**config.mk**
```make
export PLATFORM = sky130hd
export DESIGN_NAME = dice_scorekeeper
export DESIGN_NICKNAME = d
export VERILOG_FILES = /design/src/rtl/dice_pkg.sv /design/src/rtl/button_debounce.sv /design/src/rtl/dice_scorekeeper.sv
export SDC_FILE = /design/constraint.sdc
export NUM_CORES = 1
export LEC_CHECK = 0
export BUFFER_PORTS_ARGS = -buffer_cell sky130_fd_sc_hd__buf_2
export CELL_PAD_IN_SITES_DETAIL_PLACEMENT = 0
export CELL_PAD_IN_SITES_GLOBAL_PLACEMENT = 2
export CORE_MARGIN = 10
export CORE_UTILIZATION = 29
export CTS_BUF_LIST = sky130_fd_sc_hd__clkbuf_16
export DETAILED_ROUTE_END_ITERATION = 16
export PLACE_DENSITY = 0.66
export RECOVER_POWER = 50
export SYNTH_ARGS = -nofsm -noshare
export SYNTH_HDL_FRONTEND = slang
export SYNTH_SLANG_ARGS = --single-unit
```
**constraint.sdc**
```tcl
create_clock -name clk -period 2.9 [get_ports clk]
set_input_delay 0.58 -clock clk [delete_from_list [all_inputs] [get_ports clk]]
set_output_delay 0.58 -clock clk [all_outputs]
set_load 0.005 [all_outputs]
```
**src/rtl/dice_pkg.sv**
```systemverilog
// Shared encodings for the dice game: turn states, winner codes, die range.
// Imported by the scorekeeper datapath and the turn state machine.
package dice_pkg;

    typedef enum logic [1:0] {
        ST_POWEROFF = 2'b00,
        ST_P1       = 2'b01,
        ST_P2       = 2'b10,
        ST_DONE     = 2'b11
    } game_state_e;

    typedef enum logic [1:0] {
        WIN_NONE = 2'b00,
        WIN_P1   = 2'b01,
        WIN_P2   = 2'b10
    } winner_e;

    localparam logic [2:0] DIE_MIN = 3'd1;
    localparam logic [2:0] DIE_MAX = 3'd6;

    function automatic logic [2:0] die_next(input logic [2:0] d);
        return (d == DIE_MAX) ? DIE_MIN : d + 3'd1;
    endfunction

endpackage

```
**src/rtl/button_debounce.sv**
```systemverilog
// Roll button conditioning: 2-FF synchroniser, stability counter and
// a one-cycle pulse on each debounced press (active-low button).
module button_debounce #(
    parameter int DEBOUNCE_CYC = 4
) (
    input  logic clk,
    input  logic rst_n,
    input  logic btn_n,
    output logic press
);

    localparam int CW = $clog2(DEBOUNCE_CYC + 1);

    logic          sync1_q, sync2_q;
    logic          deb_q, deb_d;
    logic          press_q, press_d;
    logic [CW-1:0] cnt_q, cnt_d;

    always_comb begin
        cnt_d = cnt_q;
        deb_d = deb_q;
        if (sync2_q == deb_q) begin
            cnt_d = '0;
        end else if (cnt_q == CW'(DEBOUNCE_CYC - 1)) begin
            deb_d = sync2_q;
            cnt_d = '0;
        end else begin
            cnt_d = cnt_q + CW'(1);
        end
        press_d = deb_q & ~deb_d;
    end

    always_ff @(posedge clk or negedge rst_n) begin
        if (!rst_n) begin
            sync1_q <= 1'b1;
            sync2_q <= 1'b1;
            deb_q   <= 1'b1;
            cnt_q   <= '0;
            press_q <= 1'b0;
        end else begin
            sync1_q <= btn_n;
            sync2_q <= sync1_q;
            deb_q   <= deb_d;
            cnt_q   <= cnt_d;
            press_q <= press_d;
        end
    end

    assign press = press_q;

endmodule

```
**src/rtl/dice_scorekeeper.sv**
```systemverilog
// Dice game datapath: die counter, roll acceptance with turn lock,
// saturating per-player scores and sticky win detection.
module dice_scorekeeper
    import dice_pkg::*;
#(
    parameter int SCORE_W      = 6,
    parameter int WIN_SCORE    = 20,
    parameter int DEBOUNCE_CYC = 4
) (
    input  logic               clk,
    input  logic               power,
    input  logic [1:0]         state,
    input  logic               rollBtn,
    output logic [2:0]         dieValue,
    output logic [SCORE_W-1:0] p1Score,
    output logic [SCORE_W-1:0] p2Score,
    output logic               hasWon,
    output logic [1:0]         winner,
    output logic               rollPulse
);

    localparam logic [SCORE_W-1:0] WIN_TH = SCORE_W'(WIN_SCORE);

    logic               press;
    logic [2:0]         cnt_q, cnt_d;
    logic [2:0]         die_q, die_d;
    logic [SCORE_W-1:0] p1_q, p1_d, p2_q, p2_d;
    logic               won_q, won_d;
    logic [1:0]         winner_q, winner_d;
    logic               pulse_q, pulse_d;
    logic               lock_q, lock_d;
    logic [1:0]         st_prev_q;

    logic               in_turn, lock_eff, accept;
    logic [SCORE_W-1:0] cur, sat;
    logic [SCORE_W:0]   sum;

    button_debounce #(
        .DEBOUNCE_CYC(DEBOUNCE_CYC)
    ) u_btn (
        .clk  (clk),
        .rst_n(power),
        .btn_n(rollBtn),
        .press(press)
    );

    always_comb begin
        in_turn  = (state == ST_P1) || (state == ST_P2);
        // A state change releases the lock in the same cycle it is seen
        lock_eff = lock_q && (state == st_prev_q);
        accept   = press && in_turn && !lock_eff && !won_q;
        cur      = (state == ST_P2) ? p2_q : p1_q;
        sum      = {1'b0, cur} + {{(SCORE_W-2){1'b0}}, cnt_q};
        sat      = sum[SCORE_W] ? {SCORE_W{1'b1}} : sum[SCORE_W-1:0];

        cnt_d    = die_next(cnt_q);
        die_d    = die_q;
        p1_d     = p1_q;
        p2_d     = p2_q;
        won_d    = won_q;
        winner_d = winner_q;
        pulse_d  = accept;
        lock_d   = lock_eff;

        if (accept) begin
            die_d  = cnt_q;
            lock_d = 1'b1;
            if (state == ST_P2) p2_d = sat;
            else                p1_d = sat;
        end

        if (!won_q) begin
            if (p1_q >= WIN_TH) begin
                won_d    = 1'b1;
                winner_d = WIN_P1;
            end else if (p2_q >= WIN_TH) begin
                won_d    = 1'b1;
                winner_d = WIN_P2;
            end
        end

        if (state == ST_POWEROFF) begin
            die_d    = '0;
            p1_d     = '0;
            p2_d     = '0;
            won_d    = 1'b0;
            winner_d = WIN_NONE;
            lock_d   = 1'b0;
        end
    end

    always_ff @(posedge clk or negedge power) begin
        if (!power) begin
            cnt_q     <= DIE_MIN;
            die_q     <= '0;
            p1_q      <= '0;
            p2_q      <= '0;
            won_q     <= 1'b0;
            winner_q  <= WIN_NONE;
            pulse_q   <= 1'b0;
            lock_q    <= 1'b0;
            st_prev_q <= ST_POWEROFF;
        end else begin
            cnt_q     <= cnt_d;
            die_q     <= die_d;
            p1_q      <= p1_d;
            p2_q      <= p2_d;
            won_q     <= won_d;
            winner_q  <= winner_d;
            pulse_q   <= pulse_d;
            lock_q    <= lock_d;
            st_prev_q <= state;
        end
    end

    assign dieValue  = die_q;
    assign p1Score   = p1_q;
    assign p2Score   = p2_q;
    assign hasWon    = won_q;
    assign winner    = winner_q;
    assign rollPulse = pulse_q;

endmodule

```
Word-level counts from Yosys, hierarchy flattened

Index checks and enable logic that the tools add are counted.

Output and inout port bits: 19
Register bits after elaboration: 32
Input port bits: 5

$add $sub $neg: 3
Magnitude comparators: 2
Reductions and logical operators: 14
Bitwise logic cells: 2
Multiplexer cells: 25
Eq/ne operators: 8

Operator list:

| kind                  | count |
|---|---|
| $mux W6               | 8 |
| $mux W3               | 5 |
| $ge A6 B5 Y1 const B  | 2 |
| $mux W1               | 8 |
| $mux W2               | 4 |
| $add A6 B3 Y7         | 1 |
| $add A3 B1 Y3 const B | 2 |
| $reduce_and A2 Y1     | 3 |
| $logic_and A1 B1 Y1   | 4 |
| $ne A2 B1 Y1 const B  | 2 |
| $reduce_bool A2 Y1    | 2 |
| $eq A3 B2 Y1 const B  | 1 |
| $eq A3 B3 Y1 const B  | 1 |
| $reduce_bool A3 Y1    | 1 |
| $eq A2 B1 Y1 const B  | 1 |
| $eq A2 B2 Y1          | 1 |
| $eq A2 B2 Y1 const B  | 1 |
| $logic_not A1 Y1      | 2 |
| $logic_not A2 Y1      | 1 |
| $and A1 B1 Y1         | 1 |
| $eq A1 B1 Y1          | 1 |
| $logic_or A1 B1 Y1    | 1 |
| $not A1 Y1            | 1 |

Longest topological paths before layout

Gate-level depths: netlist (run 1).

Word-level depth: 7
Mapped depth: 11
Gate-level depth less buffers: 10

By module

From an unflattened synthesis (run 1), not the netlist that was laid out.

Cell total of the unflattened synthesis: 138
Area total of the unflattened synthesis: 1684.1 µm²

By module, submodules not included:

| module           | area an instance (µm²) | cells an instance | times used | sequential area each (µm²) |
|---|---|---|---|---|
| dice_scorekeeper | 1418.9                 | 123               | 1          | 626.9 |
| button_debounce  | 265.3                  | 15                | 1          | 178.9 |

Worst setup path before layout (run 1)

No wires, ideal clock.

Path type: input-to-reg
Start: in state[0]
End: reg p1_q[0], in the netlist p1Score[0]
Buffers on the path: 1
Path slack: 205 ps
Stages on the path: 11
Arrival time: 2631 ps
Library setup time: 64 ps
Path through: inv_1 -> ha_1 -> buf_2 -> mux2_2 -> ha_1 -> inv_1 -> fa_1 -> nand2b_1 -> a221o_1 -> a21oi_1 -> mux2_2

Cells in the longest elaborated chain, start to end: 7
Elaborated cells between the ends (all ways): 19
Classes of those cells: add/sub: 1; eq/ne: 4; mux: 5; reduce/logical: 9

RTL lines:

| what                                                  | RTL line                                                               | text |
|---|---|---|
| from (decl)                                           | dice_scorekeeper.sv:12                                                 | `input logic [1:0] state,` |
| $eq A2 B2 Y1 (tied with other cells)                  | dice_scorekeeper.sv:48, dice_scorekeeper.sv:52, dice_scorekeeper.sv:68 |  |
| $mux W6 (tied with other cells)                       | dice_scorekeeper.sv:52                                                 | `cur = (state == ST_P2) ? p2_q : p1_q;` |
| $add A6 B3 Y7 (tied with other cells)                 | dice_scorekeeper.sv:53                                                 | `sum = {1'b0, cur} + {{(SCORE_W-2){1'b0}}, cnt_q};` |
| $mux W6 / $logic_and A1 B1 Y1 (equally long branches) | dice_scorekeeper.sv:54, dice_scorekeeper.sv:51                         |  |
| $mux W6 / $logic_and A1 B1 Y1 (equally long branches) | dice_scorekeeper.sv:68, dice_scorekeeper.sv:51                         |  |
| $mux W6 / $reduce_bool A2 Y1 (equally long branches)  | --                                                                     |  |
| $mux W6 / $reduce_and A2 Y1 (equally long branches)   | --                                                                     |  |
| to (signal assigned)                                  | dice_scorekeeper.sv:106                                                | `p1_q <= p1_d;` |
| to (decl)                                             | dice_scorekeeper.sv:27                                                 | `logic [SCORE_W-1:0] p1_q, p1_d, p2_q, p2_d;` |

Parallel ways exist; a longest one is shown, timed or not. The select of a mux whose other input is x is not followed.
A chain may end at the register's enable or synchronous reset.

Final worst setup path (run 1)

Same ends and word-level chain as after synthesis.

==> results of run 1 <==
==> logic make-up (layout without fill, tap and decap cells) <==
kind of cell | Yosys count | in the layout | synth area share [%]
adder cells (fa/ha/maj) | 7 | 7 | 5.979
XOR/XNOR | 4 | 4 | 2.203
AO/OA/AOI/OAI | 31 | 31 | 14.71
flip-flops | 32 | 32 | 50.67
AND/OR/NAND/NOR | 31 | 31 | 10.78
multiplexers | 17 | 17 | 11.57
buffers and inverters | 16 | 50 | 4.090
==> routing by layer <==
layer  up-vias  track usage, %  share of wire, %
li1        563               -                 -
met1       567           11.37                46
met2        33           13.71                47
met3         6           2.878               5.4
met4         0           4.051               1.8
met5         -               0                 0
==> critical path, cell delays in order <==
cell	delay, ns
buf_2	0.11
inv_1	0.07
ha_1	0.22
buf_4	0.18
mux2_2	0.34
ha_1	0.36
nand2b_1	0.09
a221o_1	0.46
a21oi_1	0.18
mux2_2	0.16
==> stage by stage <==
stage	cell area (µm²)	power (µW)	setup slack [ns]	hold slack [ns]
after floorplan	1590	800.3	0.2045	0.2844
after global placement	1826	932.9	0.1052	0.3455
after detailed placement	1826	942.4	0.07763	0.3468
after CTS	1974	1466	0.3544	0.3553
after global routing	1966	1534	0.2022	0.3651
final	1966	1439	0.3632	0.3541
==> final cells by class <==
| cell class | instances | area, µm² | area share (%) |
|---|---|---|---|
| Sequential cell | 32 | 805.8 | 40.99 |
| Multi-Input combinational cell | 90 | 719.4 | 36.60 |
| Timing Repair Buffer | 30 | 158.9 | 8.084 |
| Clock buffer | 5 | 125.1 | 6.365 |
| Tap cell | 70 | 87.58 | 4.456 |
| Inverter | 12 | 45.04 | 2.292 |
| Clock inverter | 3 | 23.77 | 1.209 |
==> power groups by stage <==
stage               clock network, µW  registers [µW]  logic, µW
floorplan                           0             581        220
global placement                    0             594        339
detailed placement                  0             595        348
CTS                               528             587        350
global route                      552             596        386
finish                            512             584        342
==> cell usage in the layout, fill, tap and decap left out, types with 2 or more instances in the layout <==
master,count
clkbuf_16,5
o21ai_0,3
nor3b_1,4
a311oi_1,4
buf_2,22
clkbuf_1,3
a31o_2,2
nor2b_1,2
inv_1,12
nor2_1,10
mux2_2,11
nand3_1,5
xnor2_1,3
nor3_1,2
dfrtp_1,28
a21oi_1,8
nand3b_1,2
dfstp_1,2
buf_4,5
ha_1,6
a21o_1,2
mux2i_1,6
clkinvlp_4,2
dfstp_2,2
==> worst paths after layout <==
kind                                            to  cells after the start
setup reg to reg            p1Score[0]$_DFFE_PN0P_                      7
hold reg to reg            u_btn.sync2_q$_DFF_PN1_                      0
hold / removal             u_btn.sync2_q$_DFF_PN1_                      0
max in group asynchronous   p2Score[5]$_DFFE_PN0P_                      1
setup / recovery            p1Score[0]$_DFFE_PN0P_                     10
min in group asynchronous  dieValue[2]$_DFFE_PN0P_                      1
==> state kept, by name, summed over array words and instances (netlist names), 2 cells and up <==
signal and cells:
cnt_q 3, st_prev_q 2, winner 2, u_btn.cnt_q 3
dieValue 3, p1Score 6, p2Score 6
==> results by group, run 1 <==
Die
  • Core footprint: ~0.0052 mm²
  • Initial Util: between 30% and 40%
  • Floorplan die height: 94.05 µm
  • Die area: roughly 0.0088 mm²
  • Die width: 94.05 µm
  • I/O Pins: 24
  • # rows: 26

Critical path
  • Critical path launch point type: primary input
  • Reg2Reg Setup Slack: 0.67 ns
  • Critical Path End Type: flip-flop
  • Req. time, crit path: roughly 3.1 ns
  • CP Class: in2reg
  • RR Startpoint: cnt_q[0]$_DFF_PN1_
  • Arrival @ worst endpoint: 2.75 ns
  • CP startpoint: state[0]
  • Worst-path fanout max: 8

Logic synthesis
  • Synth top cells by count: dfrtp_1 (28), inv_1 (12), mux2_2 (11)
  • Synth area leader: dfrtp_1
  • Most common flop cell mapped by yosys: dfrtp_1
  • Count of different cell masters after synthesis: between 40 and 50
  • Cell count after synthesis: 138
  • Syn Area/Cell: 11.52 µm²
  • Post-synthesis register bit count: 32
  • Sequential area share after synthesis: 50.67%
  • Yosys warns: 0
  • Most common cell in the netlist: dfrtp_1
  • Area share of the largest cell type after synthesis: between 40 and 50%
  • Post-synth EDFFs: 0
  • Area contributors post-synth: dfrtp_1 (44%), mux2_2 (7.8%), dfstp_2 (6.6%)
  • Async SR Flop Fraction: 100.0%
  • Cell area after synthesis: about 0.0016 mm²
  • Post-Syn Nets: 150

Timing
  • Relative slew slack: -12.94%
  • RSZ-0062 raised after global routing: no
  • Skew final: between 0.002 and 0.003 ns
  • Minimum clock period: 2.537 ns
  • Final Hold Fails: 0
  • Final worst-path cycle share: just under 90%
  • Setup tns final: 0 ns
  • Worst Max-Slew Pin Slew: around 1.7 ns
  • Final setup fails: 0
  • Fin. max-slew vios: 33
  • Peak Freq: 0.3942 GHz

Detailed routing
  • Routed vias/inst: just under 5
  • DR WL/cell: 15.45 µm
  • Drt initial violations: 67
  • Pre-antenna DRT Iters: 4
  • Final antenna-violating net count: 0
  • Routed vias: approximately 1200
  • DRC viols: 0
  • Final wirelength: approximately 3.7 mm

Finish
  • Diodes inserted: 0
  • Layout cells sized above 1: 31.40%
  • Nets@finish: 183
  • Final Util: between 30% and 40%
  • Area delta synth->final: 23.60%
  • Layout Cells excl Fill: 242
  • Filler cells: 530

Pwr
  • Cell internal pwr: 1015 µW
  • Sw Pwr: roughly 420 µW
  • P per Cell Area: roughly 730 mW/mm²
  • Leakage: 0.0009233 µW
  • Sequential Power Share: 40.6%
  • Clock power share: a little over a third
  • Max VDD drop: about 270 µV
  • Sw Ratio: 29.48%
  • Comb power frac: between 20% and 30%

Worst hold path
  • HP Start: u_btn.sync1_q$_DFF_PN1_
  • Hold Crit Class: reg2reg

Outcome
  • Violated checks: max-capacitance violations, max-slew violations
  • Status: finished with violations

Placement
  • Post-Place Cells: roughly 230
  • Gpl congestion: 0.8739
  • Port-buffer cells: 23
  • HPWL Detailed: ~2.9 mm

GRT
  • GRT Total Usage: between 9 and 10%
  • Vias in the first global route: 1268
  • Global-route wire length before repair: around 6.3 mm
  • Antenna violations before repair: 0
  • Largest net degree at the start of global routing: 33
  • Global route overflow: 0

CTS
  • Post-CTS Setup Inserts: 0
  • H-tree Lvls: 2
  • Post-CTS Hold Buffers: 0
  • TritonCTS buffer count: 5
  • CTS sink cnt: 32
  • Root buffer cell: clkbuf_16
  • Clk slew on worst S/H paths: about 0.05 ns
  • TritonCTS clock tree: built
  • Post_cts resized: 0
  • Clk buf depth: 2
  • Clock Latency Late Sink: about 0.27 ns

Flow run
  • Max-cap violations: 1
Power figures use the tool's default switching activity.
==> run 2, diff against run 1 <==
CORE_UTILIZATION = 36   (was 29)
PLACE_DENSITY = 0.79   (was 0.66)
==> run 2 against run 1 <==
Compared with the run above: the flow still finishes with violations (max-capacitance violations, max-slew violations); cell count down 7.4%; clock skew up 0.0073 ns; die area down 15%; setup slack worse by 0.0075 ns; sequential power down 0.9%; sequential cell count unchanged; worst hold slack better by 0.0053 ns; clock power down 5.3%; critical path depth down 1; largest cell class unchanged; highest routed layer unchanged.
==> results by group, run 2 (same netlist as run 1, synthesis figures left out) <==
Pwr
  • P per Cell Area: 720.5 mW/mm² (-1.6%)
  • Sequential Power Share: 41.6% (+1.0 points)
  • Leakage: 0.0009286 µW (+0.57%)
  • Comb power frac: 23.6% (-0.2 points)
  • Sw Ratio: 28.03% (-1.5 points)
  • Sw Pwr: 390.4 µW (-8.0%)
  • Max VDD drop: 317.0 µV (+18%)
  • Clock power share: 34.8% (-0.8 points)
  • Cell internal pwr: 1002 µW (-1.2%)

Flow run
  • Max-cap violations: 1 (unchanged)

CTS
  • Post-CTS Hold Buffers: 0 (unchanged)
  • CTS sink cnt: 32 (unchanged)
  • Root buffer cell: clkbuf_16
  • H-tree Lvls: 2 (unchanged)
  • TritonCTS buffer count: 5 (unchanged)
  • Clock Latency Late Sink: 0.28 ns (about the same)
  • Clk buf depth: 2 (unchanged)
  • TritonCTS clock tree: built
  • Post_cts resized: 0 (unchanged)
  • Clk slew on worst S/H paths: 0.05 ns (about the same)
  • Post-CTS Setup Inserts: 0 (unchanged)

Finish
  • Diodes inserted: 0 (unchanged)
  • Layout Cells excl Fill: 224 (-7.4%)
  • Area delta synth->final: 21.56%
  • Layout cells sized above 1: 29.65% (-1.7 points)
  • Post-route design area: 0.001933 mm² (-1.7%)
  • Nets@finish: 183 (unchanged)
  • Commonest non-fill, non-tap cell in the layout: dfrtp_1
  • Most frequent cells in the layout: dfrtp_1 (28), buf_2 (21), inv_1 (13)
  • Final Util: 44.70% (+6.9 points)

Placement
  • Post-Place Cells: 216 (-7.7%)
  • Port-buffer cells: 23 (unchanged)
  • HPWL Detailed: 2.496 mm (-13%)
  • Gpl congestion: 0.8091 (-7.4%)
  • Placed Area: 0.001803 mm² (-1.2%)

Critical path
  • Critical path launch point type: primary input
  • CP startpoint: state[1]
  • CP Class: in2reg
  • Reg-to-reg endpoint: p2Score[1]$_DFFE_PN0P_
  • Reg2Reg Setup Slack: 0.65 ns (-0.02 ns)
  • R2R depth: 6 (-1)
  • RR Startpoint: cnt_q[0]$_DFF_PN1_
  • Req. time, crit path: 3.07 ns (-0.04 ns)
  • Critical Path End Type: flip-flop
  • Worst-path fanout max: 8 (unchanged)
  • Arrival @ worst endpoint: 2.72 ns (-0.03 ns)

Die
  • Floorplan die height: 86.47 µm (-8.1%)
  • # rows: 24 (-7.7%)
  • Die width: 86.47 µm (-8.1%)
  • Die area: 0.007476 mm² (-15%)
  • Initial Util: 36.78% (+6.2 points)
  • I/O Pins: 24 (unchanged)
  • Core footprint: 0.004324 mm² (-17%)

Timing
  • Skew final: 0.009821 ns (+0.007295 ns)
  • Worst Max-Slew Pin Slew: 1.738 ns (+0.04418 ns)
  • RSZ-0062 raised after global routing: no
  • Minimum clock period: 2.544 ns (+0.007466 ns)
  • Peak Freq: 0.3930 GHz (-0.29%)
  • Final worst-path cycle share: 87.73% (+0.26 points)
  • Final Hold Fails: 0 (unchanged)
  • Fin. max-slew vios: 33 (unchanged)
  • Relative slew slack: -15.88% (-2.9 points)
  • Setup tns final: 0 ns (unchanged)
  • Final setup fails: 0 (unchanged)

GRT
  • Largest net degree at the start of global routing: 33 (unchanged)
  • GR Util met1: 12.36% (+0.99 points)
  • Global-route wire length before repair: 5.968 mm (-5.8%)
  • GRT Total Usage: 10.05% (+1.0 points)
  • Busiest grt layer: met2
  • Vias in the first global route: 1210 (-4.6%)
  • Global route overflow: 0 (unchanged)
  • Met3 GRT Util: 3.846% (+0.97 points)
  • M2 GR Usage: 15.23% (+1.5 points)
  • Antenna violations before repair: 0 (unchanged)

Detailed routing
  • DR WL/cell: 14.95 µm (-3.2%)
  • Routed vias/inst: 5.022 (+4.0%)
  • Final wirelength: 3.349 mm (-10%)
  • Final antenna-violating net count: 0 (unchanged)
  • Routed vias: 1125 (-3.8%)
  • Pre-antenna DRT Iters: 4 (unchanged)
  • Drt initial violations: 59 (-12%)
  • DRC viols: 0 (unchanged)

Outcome
  • Status: finished with violations
  • Violated checks: max-capacitance violations, max-slew violations

Worst hold path
  • Hold Crit Class: reg2reg
  • Hold depth: 0 (unchanged)
  • Hold endpoint: u_btn.sync2_q$_DFF_PN1_
  • HP Start: u_btn.sync1_q$_DFF_PN1_
-- run 2: layout make-up --
type	count	area (µm²)
Inverter	12	45.04
Clock buffer	5	125.1
Fill cell	441	2391
Multi-Input combinational cell	90	719.4
Timing Repair Buffer	30	161.4
Sequential cell	32	805.8
Clock inverter	3	11.26
Tap cell	52	65.06
-- run 2: worst max-delay path, stage by stage --
cell	delay, ns
clkbuf_1	0.20
ha_1	0.25
mux2_2	0.17
ha_1	0.16
inv_1	0.05
fa_1	0.38
nand2b_1	0.18
a221o_1	0.45
a311oi_1	0.30
-- run 2: routing by layer --
| metal | up-vias | share of wire [%] |
|---|---|---|
| met4 | 0 | 1.9 |
| met2 | 26 | 44 |
| met1 | 531 | 47 |
| met3 | 7 | 6.5 |
| li1 | 561 | - |
| met5 | - | 0 |
-- run 2: how the worst max path moves through the flow --
stage	endpoint	slack, ns	depth (start not counted)
3_5_place_dp	p1Score[0]$_DFFE_PN0P_	0.09	11
2_1_floorplan	p1Score[0]$_DFFE_PN0P_	0.20	11
4_1_cts	p2Score[1]$_DFFE_PN0P_	0.35	10
5_1_grt	p2Score[0]$_DFFE_PN0P_	0.15	9
6_report	p2Score[1]$_DFFE_PN0P_	0.36	9
3_3_place_gp	p2Score[0]$_DFFE_PN0P_	0.12	10
-- run 2: stage by stage --
| stage | hold slack [ns] | power, µW | worst slack, ns |
|---|---|---|---|
| 3_5_place_dp | 0.3543 | 927.3 | 0.09417 |
| 5_1_grt | 0.3622 | 1497 | 0.1490 |
| 4_1_cts | 0.3616 | 1417 | 0.3530 |
| 2_1_floorplan | 0.2844 | 800.3 | 0.2045 |
| 3_3_place_gp | 0.3473 | 921.5 | 0.1201 |
| 6_report | 0.3594 | 1393 | 0.3557 |
-- run 2: power groups by stage --
stage	logic [µW]	registers [µW]	clock network (µW)
finish	329	579	485
global route	379	590	528
CTS	339	583	495
floorplan	220	581	0
detailed placement	337	590	0
global placement	335	586	0
==> run 3, diff against run 2 <==
RECOVER_POWER = 100   (was 50)
==> run 3 against run 2 <==
Compared with the run above: die area unchanged; largest power group unchanged; the run still ends with max-capacitance violations, max-slew violations left; worst hold slack about the same; clock skew about the same; sequential power about the same; final area decreased by 1.4%; first-iteration DRC count decreased by 1.7%; global-route usage unchanged.
==> results by group, run 3 (same netlist as run 1, synthesis figures left out) <==
Timing
  • Setup tns final: 0 ns (unchanged)
  • Fin. max-slew vios: 33 (unchanged)
  • Minimum clock period: 2.546 ns (+0.001385 ns)
  • Final setup fails: 0 (unchanged)
  • Worst Max-Slew Pin Slew: 1.734 ns (-0.004266 ns)
  • Peak Freq: 0.3928 GHz (about the same)
  • Skew final: 0.01005 ns (+0.0002298 ns)
  • Worst setup margin: 0.3543 ns (-0.001385 ns)
  • RSZ-0062 raised after global routing: no
  • Final Hold Fails: 0 (unchanged)
  • Hold_ws: 0.3594 ns (-0.00005900 ns)
  • Relative slew slack: -15.60% (+0.28 points)
  • Final worst-path cycle share: 87.78% (about the same)

GRT
  • Largest net degree at the start of global routing: 33 (unchanged)
  • Met3 GRT Util: 3.846% (unchanged)
  • Antenna violations before repair: 0 (unchanged)
  • GRT Total Usage: 10.05% (unchanged)
  • Global-route wire length before repair: 5.968 mm (unchanged)
  • M2 GR Usage: 15.23% (unchanged)
  • Busiest grt layer: met2
  • Vias in the first global route: 1210 (unchanged)
  • Global route overflow: 0 (unchanged)
  • GR Util met1: 12.36% (unchanged)

Worst hold path
  • Hold Crit Class: reg2reg

Flow run
  • Max-cap violations: 1 (unchanged)

Die
  • Die width: 86.47 µm (unchanged)
  • Floorplan die height: 86.47 µm (unchanged)
  • Die area: 0.007476 mm² (unchanged)
  • # rows: 24 (unchanged)
  • I/O Pins: 24 (unchanged)
  • Initial Util: 36.78% (unchanged)
  • Core footprint: 0.004324 mm² (unchanged)

CTS
  • Clk buf depth: 2 (unchanged)
  • Clock Latency Late Sink: 0.28 ns (about the same)
  • TritonCTS buffer count: 5 (unchanged)
  • H-tree Lvls: 2 (unchanged)
  • Root buffer cell: clkbuf_16
  • CTS sink cnt: 32 (unchanged)
  • Post-CTS Hold Buffers: 0 (unchanged)
  • Post_cts resized: 0 (unchanged)
  • TritonCTS clock tree: built
  • Clk slew on worst S/H paths: 0.05 ns (about the same)
  • Post-CTS Setup Inserts: 0 (unchanged)

Finish
  • Final Util: 44.07% (-0.64 points)
  • Most frequent cells in the layout: dfrtp_1 (28), clkbuf_1 (20), inv_1 (13)
  • Diodes inserted: 0 (unchanged)
  • Nets@finish: 183 (unchanged)
  • Commonest non-fill, non-tap cell in the layout: dfrtp_1
  • Layout cells sized above 1: 19.19% (-10 points)
  • Area delta synth->final: 19.83%

Detailed routing
  • Drt initial violations: 58 (-1.7%)
  • Routed vias/inst: 4.991 (-0.62%)
  • DRC viols: 0 (unchanged)
  • Final antenna-violating net count: 0 (unchanged)
  • Routed vias: 1118 (-0.62%)
  • DR WL/cell: 15.00 µm (+0.33%)
  • Pre-antenna DRT Iters: 5 (+1)
  • Final wirelength: 3.360 mm (+0.33%)

Critical path
  • Arrival @ worst endpoint: 2.72 ns (about the same)
  • Req. time, crit path: 3.07 ns (about the same)
  • Critical path launch point type: primary input
  • Worst-path fanout max: 8 (unchanged)
  • CP Class: in2reg
  • Critical Path End Type: flip-flop

Pwr
  • P per Cell Area: 725.4 mW/mm² (+0.67%)
  • Leakage: 0.0008547 µW (-8.0%)
  • Pwr Total: 1382 µW (-0.76%)
  • Max VDD drop: 317.0 µV (about the same)

Placement
  • Port-buffer cells: 23 (unchanged)
  • Setup WS pre-CTS: 0.09417 ns (unchanged)
  • HPWL Detailed: 2.496 mm (unchanged)
  • Gpl congestion: 0.8091 (unchanged)

Outcome
  • Violated checks: max-capacitance violations, max-slew violations
  • Status: finished with violations
==> run 3: layer usage <==
metal,wire length [µm],vias up
met5,0,-
met4,65,0
met3,197,7
met2,1473,21
met1,1624,530
li1,-,560
==> run 3: cell type report <==
cell class	instances	area, µm²
timing repair buffer	30	133.9
clock inverter	3	11.26
sequential	32	805.8
clock buffer	5	125.1
inverter	12	45.04
fill	451	2419
tap	52	65.06
multi-input combinational	90	719.4
==> run 3: power breakdown <==
part	internal (µW)	switching (µW)	total [µW]
clock	308	177	485
sequential	523	57.0	580
combinational	160	158	318
==> run 3: final timing paths <==
| path | startpoint | to | slack [ns] | cells past startpoint |
|---|---|---|---|---|
| setup reg to reg | cnt_q[0]$_DFF_PN1_ | p2Score[1]$_DFFE_PN0P_ | 0.65 | 6 |
| max in group asynchronous | power | dieValue[2]$_DFFE_PN0P_ | 1.13 | 1 |
| min in group asynchronous | power | p1Score[5]$_DFFE_PN0P_ | 0.76 | 1 |
| hold reg to reg | u_btn.sync1_q$_DFF_PN1_ | u_btn.sync2_q$_DFF_PN1_ | 0.36 | 0 |
| hold / removal | u_btn.sync1_q$_DFF_PN1_ | u_btn.sync2_q$_DFF_PN1_ | 0.36 | 0 |
| setup / recovery | state[1] | p2Score[1]$_DFFE_PN0P_ | 0.35 | 9 |
==> run 3: metrics by stage <==
stage | instances | instance area [µm²]
6_report | 224 | 1906
5_1_grt | 224 | 1906
4_1_cts | 224 | 1939
3_5_place_dp | 216 | 1803
3_3_place_gp | 216 | 1803
2_1_floorplan | 138 | 1590
==> run 3: critical path, stage by stage <==
cell	delay, ns
clkbuf_1	0.20
ha_1	0.25
mux2_2	0.17
ha_1	0.16
inv_1	0.05
fa_1	0.38
nand2b_1	0.18
a221o_1	0.45
a311oi_1	0.30
